### src/rtl/regfile_wb_arbiter.sv
// Round-robin writeback arbiter for the register bank write port, with a
// pending-load scoreboard that blocks WAW writes and flags decode hazards.
module regfile_wb_arbiter #(
  parameter int NREQ = 3,
  parameter int DW   = 8,
  parameter int AW   = 3
) (
  input  logic               clkg,
  input  logic               rst,
  input  logic [NREQ-1:0]    req_v,
  input  logic [NREQ*AW-1:0] req_rd,
  input  logic [NREQ*DW-1:0] req_dat,
  output logic [NREQ-1:0]    req_rdy,
  input  logic               lock_v,
  input  logic [AW-1:0]      lock_rd,
  output logic               lock_ok,
  input  logic [AW-1:0]      rs_i,
  input  logic [AW-1:0]      rs2_i,
  output logic               haz_rs,
  output logic               haz_rs2,
  output logic               wb_we,
  output logic [AW-1:0]      wb_rd,
  output logic [DW-1:0]      wb_dat,
  output logic [2**AW-1:0]   pend_o
);

  localparam int NR = 2**AW;
  localparam int PW = (NREQ > 1) ? $clog2(NREQ) : 1;

  logic [NR-1:0]   pend_reg, pend_next;
  logic [PW-1:0]   ptr_reg, ptr_next;
  logic [NREQ-1:0] elig;
  logic [NREQ-1:0] gnt;
  logic            gnt_any;
  logic [PW-1:0]   gnt_idx;
  logic [AW-1:0]   gnt_rd;
  logic [DW-1:0]   gnt_dat;
  logic            load_clr;

  // The load unit is never held off: it is the one that retires the pending entry.
  generate
    for (genvar gi = 0; gi < NREQ; gi++) begin : g_elig
      if (gi == 1) begin : g_load
        assign elig[gi] = req_v[gi];
      end else begin : g_other
        assign elig[gi] = req_v[gi] & ~pend_reg[req_rd[gi*AW +: AW]];
      end
    end
  endgenerate

  always_comb begin
    int s;
    s        = 0;
    gnt      = '0;
    gnt_any  = 1'b0;
    gnt_idx  = '0;
    gnt_rd   = '0;
    gnt_dat  = '0;
    load_clr = 1'b0;
    for (int k = 0; k < NREQ; k++) begin
      s = int'(ptr_reg) + k;
      if (s >= NREQ) s = s - NREQ;
      for (int i = 0; i < NREQ; i++) begin
        if (!gnt_any && (i == s) && elig[i]) begin
          gnt_any  = 1'b1;
          gnt[i]   = 1'b1;
          gnt_idx  = PW'(i);
          gnt_rd   = req_rd[i*AW +: AW];
          gnt_dat  = req_dat[i*DW +: DW];
          load_clr = (i == 1);
        end
      end
    end
  end

  assign ptr_next = (gnt_idx == PW'(NREQ-1)) ? '0 : gnt_idx + 1'b1;
  assign req_rdy  = gnt;
  assign lock_ok  = lock_v & (lock_rd != '0) & ~pend_reg[lock_rd];
  assign haz_rs   = pend_reg[rs_i] & (rs_i != '0);
  assign haz_rs2  = pend_reg[rs2_i] & (rs2_i != '0);
  assign pend_o   = pend_reg;

  // Set is applied after clear so a back-to-back load to the same register stays pending.
  always_comb begin
    pend_next = pend_reg;
    if (load_clr) pend_next[gnt_rd] = 1'b0;
    if (lock_ok)  pend_next[lock_rd] = 1'b1;
  end

  always_ff @(posedge clkg or posedge rst) begin
    if (rst) begin
      wb_we    <= 1'b0;
      wb_rd    <= '0;
      wb_dat   <= '0;
      pend_reg <= '0;
      ptr_reg  <= '0;
    end else begin
      wb_we    <= gnt_any & (gnt_rd != '0);
      pend_reg <= pend_next;
      if (gnt_any) begin
        wb_rd   <= gnt_rd;
        wb_dat  <= gnt_dat;
        ptr_reg <= ptr_next;
      end
    end
  end

endmodule
### config.mk
export PLATFORM = sky130hd
export DESIGN_NAME = regfile_wb_arbiter
export DESIGN_NICKNAME = d
export VERILOG_FILES = /design/src/rtl/regfile_wb_arbiter.sv
export SDC_FILE = /design/constraint.sdc
export NUM_CORES = 1
export LEC_CHECK = 0
export BUFFER_PORTS_ARGS = -buffer_cell sky130_fd_sc_hd__clkbuf_2
export CELL_PAD_IN_SITES_DETAIL_PLACEMENT = 1
export CELL_PAD_IN_SITES_GLOBAL_PLACEMENT = 1
export CORE_ASPECT_RATIO = 1.75
export CORE_MARGIN = 2
export CORE_UTILIZATION = 36
export DETAILED_ROUTE_END_ITERATION = 8
export PLACE_DENSITY = 0.78
export SYNTH_ARGS = -nofsm -noshare
export SYNTH_HDL_FRONTEND = slang
export SYNTH_SLANG_ARGS = --single-unit
### constraint.sdc
create_clock -name clkg -period 3 [get_ports clkg]
set_clock_uncertainty 0.15 [all_clocks]
set_input_delay 0 -clock clkg [delete_from_list [all_inputs] [get_ports clkg]]
set_output_delay 0 -clock clkg [all_outputs]
set_load 0.005 [all_outputs]
Yosys cells after proc, flatten, opt, wreduce, memory -nomap -nowiden. Cells that the tools add are included.

Register bits: 22. Input port bits: 48. Logic and storage cells: 146. Output and inout bits: 26.

$lt $le $gt $ge: 11. Equality and inequality tests: 7. Add/sub/neg operators: 6. Multiplexer cells: 70. Bitwise operators: 13. Reductions and logical operators: 34.

Operators by type and width (count): equality test 2 x 32 -> 1 bit (first input constant) (3); equality test 3 x 32 -> 1 bit (first input constant) (3); logical NOT 32 bit (3); 2-to-1 mux 32 bit (3); 2-to-1 mux 8 bit (11); 2-to-1 mux 1 bit (32); 2-to-1 mux 3 bit (9); < comparator 3 x 4 -> 1 bit (second input constant) (6); logical AND 1 bit (19); 2-to-1 mux 2 bit (8); binary-select mux 1 bit (select 3 bit) (5); nonzero test 3 bit (4); bitwise AND 8 bit (1); logical NOT 1 bit (8); inverter 8 bit (1); bitwise OR 8 bit (1); subtractor 3 x 2 -> 4 bit (second input constant) (2); bitwise AND 1 bit (7); demux 1 bit (select 3 bit) (2); >= comparator 3 x 1 -> 1 bit (second input constant) (2); >= comparator 3 x 2 -> 1 bit (second input constant) (2); adder 2 x 1 -> 3 bit (second input constant) (1); adder 2 x 2 -> 3 bit (second input constant) (1); inverter 1 bit (3); 4 further kinds (4).

Longest topological paths before layout. Gate-level depths: netlist of the first run.

Depth in word-level cells: 47. Depth in mapped cells: 10. Gate-level depth less buffers: 10.

Least setup slack after synthesis of the first run. OpenSTA, ideal clock, no wires.

Path type: flip-flop to flip-flop. Start point: register ptr_reg[0]. End point: register pend_reg[0], in the netlist pend_o[0]. Required time: 2721 ps. Path slack: 327 ps. Data arrival time: 2393 ps. Clock period less this slack: 2673 ps. Library setup time: 129 ps. Buffers on the path: 0. Cell stages (with the launch flop): 9. Cells stage by stage: dfrtp_1 > inv_1 > ha_1 > nor2_1 > nor3_2 > a2111oi_4 > o31ai_2 > a31o_2 > o41a_1.

Longest elaborated chain between the ends: 46. Elaborated cells between the ends (all ways): 80. Classes of those cells: add/sub (5); order compare (5); eq/ne (6); mux (32); bitwise (3); reduce/logical (29).

Ends and longest elaborated chain: start, declared (RTL line 31) `logic [PW-1:0] ptr_reg, ptr_next;`; start signal, assigned (RTL line 103) `ptr_reg <= ptr_next;`; subtractor 2 x 2 -> 3 bit or >= comparator 2 bit (tied branches) (RTL line 62) `if (s >= NREQ) s = s - NREQ;`; 2-to-1 mux 32 bit (RTL line 62); logical NOT 32 bit (RTL line 64) `if (!gnt_any && (i == s) && elig[i]) begin`; logical AND 1 bit (RTL line 64); 2-to-1 mux 1 bit (RTL line 64); logical NOT 1 bit (RTL line 64); logical AND 1 bit (2 in series) (RTL line 64); 2-to-1 mux 1 bit (RTL line 64); (+30 left out); 2-to-1 mux 1 bit (implied by the code) (RTL line 86) `if (load_clr) pend_next[gnt_rd] = 1'b0;`; demux 1 bit (select 3 bit) (RTL line 86); inverter 8 bit (no source line); bitwise AND 8 bit (no source line); 2-to-1 mux 8 bit (*) (RTL line 86); bitwise OR 8 bit (no source line); 2-to-1 mux 8 bit (*) (RTL line 87) `if (lock_ok) pend_next[lock_rd] = 1'b1;`; named net pend_next[0] (RTL line 30) `logic [NR-1:0] pend_reg, pend_next;`; end signal, assigned (RTL line 99) `pend_reg <= pend_next;`; end, declared (RTL line 30).

Mark *: on every way through the listed nets, which the timed path passes. The rest lies on a longest branch. A chain may end at the register's enable or synchronous reset.

Final worst setup path of the first run.
Start point: register pend_reg[3], in the netlist pend_o[3]. End point: register pend_reg[0], in the netlist pend_o[0].

Longest elaborated chain between the ends: 47. Elaborated cells between the ends (all ways): 72. Classes of those cells: order compare (2); mux (35); bitwise (9); reduce/logical (26).

Ends and longest elaborated chain: binary-select mux 1 bit (select 3 bit) (RTL line 46) `assign elig[gi] = req_v[gi] & ~pend_reg[req_rd[gi*AW +: AW]];`; 2-to-1 mux 1 bit (implied by the code) (RTL line 46); inverter 1 bit (RTL line 46); bitwise AND 1 bit (RTL line 46); logical AND 1 bit (RTL line 64); 2-to-1 mux 1 bit (RTL line 64); logical NOT 1 bit (RTL line 64); logical AND 1 bit (2 in series) (RTL line 64); (+31 left out); 2-to-1 mux 1 bit (implied by the code) (RTL line 86); demux 1 bit (select 3 bit) (RTL line 86); inverter 8 bit (no source line); bitwise AND 8 bit (no source line); 2-to-1 mux 8 bit (RTL line 86); bitwise OR 8 bit (no source line); 2-to-1 mux 8 bit (*) (RTL line 87); named net pend_next[0] (RTL line 30).

Mark *: on every way through the listed nets, which the timed path passes. The rest lies on a longest branch. The select of a mux whose other input is x is not followed.

==> flow_summary.toml, run 1 <==
[floorplanning]
std_cell_rows = 35
fp.dieH_um = 101
initial_cell_density_of_the_core_pct = 36.9
io-pin-count = 74
die_x_um = 59.2
core-area_sq_mm = 0.00521
design.die.area_sq_mm = 0.00596

[sta]
grt_setup_unrepaired = "true"
minimum_clock_period_after_layout_ns = 2.88
slew_violations = 0
fmaxAchievable_mhz = 348
final_hold_viol_count = 0
period_share_pct = 95.9
hold_slack_ns = 0.0730
slew_headroom_pct = 42.8
report.final.setup_viol = 0
worst_pin_slew_ns = 0.857
setup-tns-final_ns = 0

[route]
routed_wire_length_um = 7770
detail_route.drc_violations = 0
routed-via-count = 2309
drt-pass1-iter-count = 4
drt-initial-drc-count = 99
viasPerCell = 5.98
routed_wire_length_per_instance_um = 20.1
detail-route-antenna-nets = 0

[place]
hpwlAfterDp_um = 5190
placement_cell_area_sq_mm = 0.00239
numPortBuffers = 73
gp_routability_congestion = 0.941
place_inst = 351

[cells_and_area]
layout-area-overhead-vs-synth_pct = 45.6
final-seq-area_sq_um = 551
nNetsFinal = 381
n_fill_cell = 639
stdcell_area_sq_mm = 0.00280
share_of_post_route_cells_with_drive_strength_above_1_pct = 37.1
multiInputGateArea_sq_mm = 0.00131
finalNonFillerCells = 386

[cts]
clock_insertion_delay_worst_skew_ns = 0.27
cts_max_level = 1
cts_num_sinks = 22
cts_inserted_buffers = 3
cts_tree = "done"
ctsRootBufferMaster = "clkbuf_8"
clockBufferDepth = 2
clkSlewWorstSetupHoldPaths_ns = 0.08

[power]
ir_worst_vdd_v = 0.000652
leakagePower_nw = 1.33
pwr_density_cell_mw_per_mm2 = 1000

[global_routing]
via_count_of_the_first_global_routing_pass = 2408
first_pass_grt_wire_length_um = 11900
track_usage_pct = 26.4
grt.overflow.total = 0
antenna_violations_before_repair = 2
maximum_number_of_pins_on_one_net_before_global_route_repair = 23

[yosys]
post-synth-top-count-cell = "nand2_1"
synth_enable_flop_cells = 0
yosysWarnings = 0
syn-cell-area_sq_mm = 0.00192
ys_seq_area_share_pct = 28.6
dominantRegCellSynth = "dfrtp_1"
synthDominantCellAreaShare_pct = 28.6
list_of_most_frequent_post_synthesis_cells = "nand2_1, dfrtp_1, a22oi_1"
synth_area_leader_cell = "dfrtp_1"
synthesis.area_per_instance_sq_um = 8.78
synth.net_count = 270
synthDistinctLibCells = 60
synth.ff_latch_count = 22
postSynthCellCount = 219
yosys-top-cells-area = "dfrtp_1, nand2_1, a22oi_1, mux2i_1, mux4_2"
synth-async-reset-ratio_pct = 100

[hold_path]
hold_path_class = "in -> reg"

[critical_path]
critical_path_required_ns = 3.00
critical_path.startpoint_type = "register"
worst_ep_arrival_time_ns = 2.88
timing_worst_setup_path_type = "reg -> reg"
worstPathMaxFanout = 10
worstSetupEndpointType = "register"

[job]
maxCapViolCount = 0

[status]
status = "completed"
-- cell usage in the layout (no fill, tap or decap), types with 3 or more instances in the layout --
cell type / Yosys / layout
nand3b_1: 3 / 3
nor2_1: 11 / 10
dfrtp_1: 22 / 22
a32o_1: 5 / 4
nand2_1: 33 / 33
clkbuf_8: 1 / 3
inv_1: 12 / 12
ha_1: 3 / 3
or3_1: 3 / 3
a21oi_1: 8 / 8
nor3_1: 6 / 5
a22oi_1: 14 / 14
dlygate4sd3_1: 0 / 26
nand2b_1: 6 / 6
a21o_1: 3 / 3
mux4_2: 3 / 3
o21ai_0: 10 / 9
mux2i_1: 9 / 9
nand3_1: 5 / 5
buf_4: 1 / 16
clkbuf_2: 0 / 73
a31oi_1: 3 / 3
-- logic make-up after synthesis --
family | Yosys count | synth area share, %
adders and majority gates | 3 | 1.95
and+or+nand+nor | 83 | 22.5
muxes | 12 | 8.20
buffers and inverters | 21 | 5.40
AOI/OAI and AO/OA | 78 | 33.3
DFF | 22 | 28.6
-- critical path, stage by stage, from the launching register on --
cell      delay, ns
dfrtp_1        0.44
mux2i_1        0.22
o221ai_2       0.20
or2_1          0.35
or4_1          0.57
a21oi_2        0.20
nand4_4        0.20
o41a_1         0.43
-- through the flow --
step	setup WS, ns	power, mW	utilization [%]
after global placement	0.127	2.26	46.0
after CTS	0.0326	2.63	52.3
after floorplan	0.327	1.67	-
final	0.123	2.80	53.7
after detailed placement	0.0525	2.31	46.0
after global routing	-0.0344	2.99	53.7
-- final cells by class --
class | count | share of cell area (%)
flip-flops and latches | 22 | 19.7
clock inverters | 1 | 1.07
multi-input cells | 176 | 46.9
diodes | 2 | 0.179
well taps | 55 | 2.46
inverters | 12 | 1.61
repair buffers | 115 | 26.7
clock buffers | 3 | 1.48
-- path summary, 6_finish.rpt --
check	startpoint	to	slack [ns]	depth (start not counted)
hold reg to reg	wb_rd[0]	wb_rd[0]	0.35	1
min in group asynchronous	rst	wb_rd[1]	0.29	3
setup reg to reg	pend_o[3]	pend_o[0]	0.12	7
hold / removal	lock_v	pend_o[7]	0.07	5
max in group asynchronous	rst	wb_dat[0]	1.88	3
setup / recovery	pend_o[3]	pend_o[0]	0.12	7
-- report_power, final --
group | internal (mW) | switching [mW] | total [mW]
logic | 0.855 | 1.09 | 1.94
registers | 0.450 | 0.126 | 0.577
clock network | 0.178 | 0.103 | 0.281
-- layer usage --
metal / GRT usage [%] / part of all wire, % / up-vias
met1: 27.4 / 35 / 1147
met3: 2.57 / 2.5 / 29
met2: 48.9 / 58 / 68
met5: 0 / 0 / -
li1: - / - / 1065
met4: 14.7 / 4.7 / 0
-- timing repair --
action | in CTS | in global routing
resized for setup | 0 | 10
hold buffers | 26 | 0
endpoints found under the hold margin | 36 | 0
setup buffers | 0 | 3
setup endpoints to repair | 0 | 18
(Power assumes the default switching activity.)
==> run 2, diff against run 1 <==
- CELL_PAD_IN_SITES_DETAIL_PLACEMENT: 1 -> 0
- SLEW_MARGIN: default -> 5
==> flow_summary.toml, run 2 (synthesis results as in run 1) <==
[critical_path]
rr_worst_depth = 9
critical_path.startpoint_type = "register"
worstSetupEndpointType = "register"
reg2reg_to = "pend_o[0]"
critical_path_required_ns = 2.99
worstPathCellList = "inv_1 -> ha_1 -> nor2_2 -> nor3_4 -> a2111oi_4 -> buf_4 -> o31ai_2 -> a31o_2 -> o41a_1"
timing.reg2reg.setup_slack_ns = 0.12
timing_worst_setup_path_type = "reg -> reg"
critical_path.reg2reg.startpoint = "ptr_reg[0]"
worstPathMaxFanout = 7
worst_ep_arrival_time_ns = 2.88
critical_path_buf_inv_count = 2
critPathSlowestCell = "a2111oi_4"
cpLargestDelayFamily = "compound AO/OA/AOI/OAI gates"
worst_path_largest_cell_delay_ns = 0.46

[route]
routed_wire_length_um = 6390
drt-pass1-iter-count = 4
detail-route-antenna-nets = 0
drt-initial-drc-count = 86
routed_wire_length_per_instance_um = 16.6
routed-via-count = 2185
viasPerCell = 5.69
detail_route.drc_violations = 0

[hold_path]
whs_path_depth = 5
hold_end = "pend_o[7]"
timing.hold.worst.start = "lock_v"
hold_path_class = "in -> reg"

[sta]
setup-tns-final_ns = 0
worst_pin_slew_ns = 0.840
slack_of_the_critical_path_ns = 0.116
period_share_pct = 96.1
slew_headroom_pct = 43.9
minimum_clock_period_after_layout_ns = 2.88
report.final.setup_viol = 0
slew_violations = 0
final_hold_viol_count = 0
fmaxAchievable_mhz = 347

[floorplanning]
core-area_sq_mm = 0.00521
die_x_um = 59.2
io-pin-count = 74
std_cell_rows = 35
design.die.area_sq_mm = 0.00596
fp.dieH_um = 101
initial_cell_density_of_the_core_pct = 36.9

[global_routing]
via_count_of_the_first_global_routing_pass = 2181
maximum_number_of_pins_on_one_net_before_global_route_repair = 23
grt.overflow.total = 0
antenna_violations_before_repair = 0
first_pass_grt_wire_length_um = 10300
track_usage_pct = 22.2

[cts]
cts_num_sinks = 22
ctsRootBufferMaster = "clkbuf_8"
cts_inserted_buffers = 3
cts_max_level = 1
clkSlewWorstSetupHoldPaths_ns = 0.08
clock_insertion_delay_worst_skew_ns = 0.26
clockBufferDepth = 2
cts_tree = "done"

[cells_and_area]
finalNonFillerCells = 384
layout_common_cells = "clkbuf_2, nand2_1, dlygate4sd3_1, dfrtp_1, buf_4"
final_common_cell = "clkbuf_2"
nNetsFinal = 381
num_antenna_cells = 0
postLayoutCoreUtil_pct = 53.2
share_of_post_route_cells_with_drive_strength_above_1_pct = 36.8
layout-area-overhead-vs-synth_pct = 44.1
n_fill_cell = 501

[power]
ir_worst_vdd_v = 0.000587
pwr_density_cell_mw_per_mm2 = 944
leakagePower_nw = 1.32

[place]
hpwlAfterDp_um = 4760
numPortBuffers = 73
gp_routability_congestion = 0.941
dpl_worst_slack_ns = 0.0746
place_inst = 351

[status]
status = "completed"

[job]
maxCapViolCount = 0
==> run 2: how the worst max path moves through the flow <==
| stage | from | cells after the start | endpoint | slack, ns |
|---|---|---|---|---|
| detailed placement | ptr_reg[0] | 9 | wb_dat[1] | 0.07 |
| finish | ptr_reg[0] | 9 | pend_o[0] | 0.12 |
| global route | ptr_reg[0] | 10 | pend_o[2] | -0.01 |
| floorplan | ptr_reg[0] | 8 | pend_o[0] | 0.33 |
| global placement | ptr_reg[0] | 9 | wb_dat[0] | 0.13 |
| CTS | ptr_reg[0] | 9 | wb_dat[3] | 0.06 |
==> run 2: area by class of cell <==
class                   count  area, sq um  share of cell area (%)
well taps                  55         68.8                    2.48
clock buffers               4         55.1                    1.99
flip-flops and latches     22          551                    19.9
multi-input cells         176         1310                    47.1
repair buffers            115          746                    26.9
inverters                  12         45.0                    1.63
==> run 2: worst register-to-register path, cell delays in order (launching register included) <==
cell,delay (ns)
dfrtp_1,0.38
inv_1,0.07
ha_1,0.38
nor2_2,0.28
nor3_4,0.12
a2111oi_4,0.46
buf_4,0.19
o31ai_2,0.07
a31o_2,0.26
o41a_1,0.41
==> run 2: what timing repair did <==
item                                    in CTS  in global routing
endpoints found under the hold margin       36                  0
hold buffers                                26                  0
resized for setup                            0                  7
setup buffers                                0                  3
endpoints found under the setup margin       0                 15
==> run 2: per-layer routing <==
metal	GRT usage, %	wire [um]	vias to the layer above
li1	-	-	1059
met1	26.3	2460	1041
met2	38.7	3470	62
met3	1.16	158	23
met4	11.9	294	0
met5	0	0	-
==> run 2: where the power goes <==
part	switching, mW	internal, mW
combinational	0.998	0.845
sequential	0.114	0.450
clock	0.0924	0.117
total	1.20	1.41
==> run 2: metrics by stage <==
step,hold slack [ns],power [mW],cell area (sq um)
final,0.0523,2.62,2770
after global routing,0.116,2.85,2770
after CTS,0.0497,2.52,2710
after detailed placement,0.0486,2.27,2390
after global placement,0.0343,2.26,2390
after floorplan,-0.161,1.67,1920
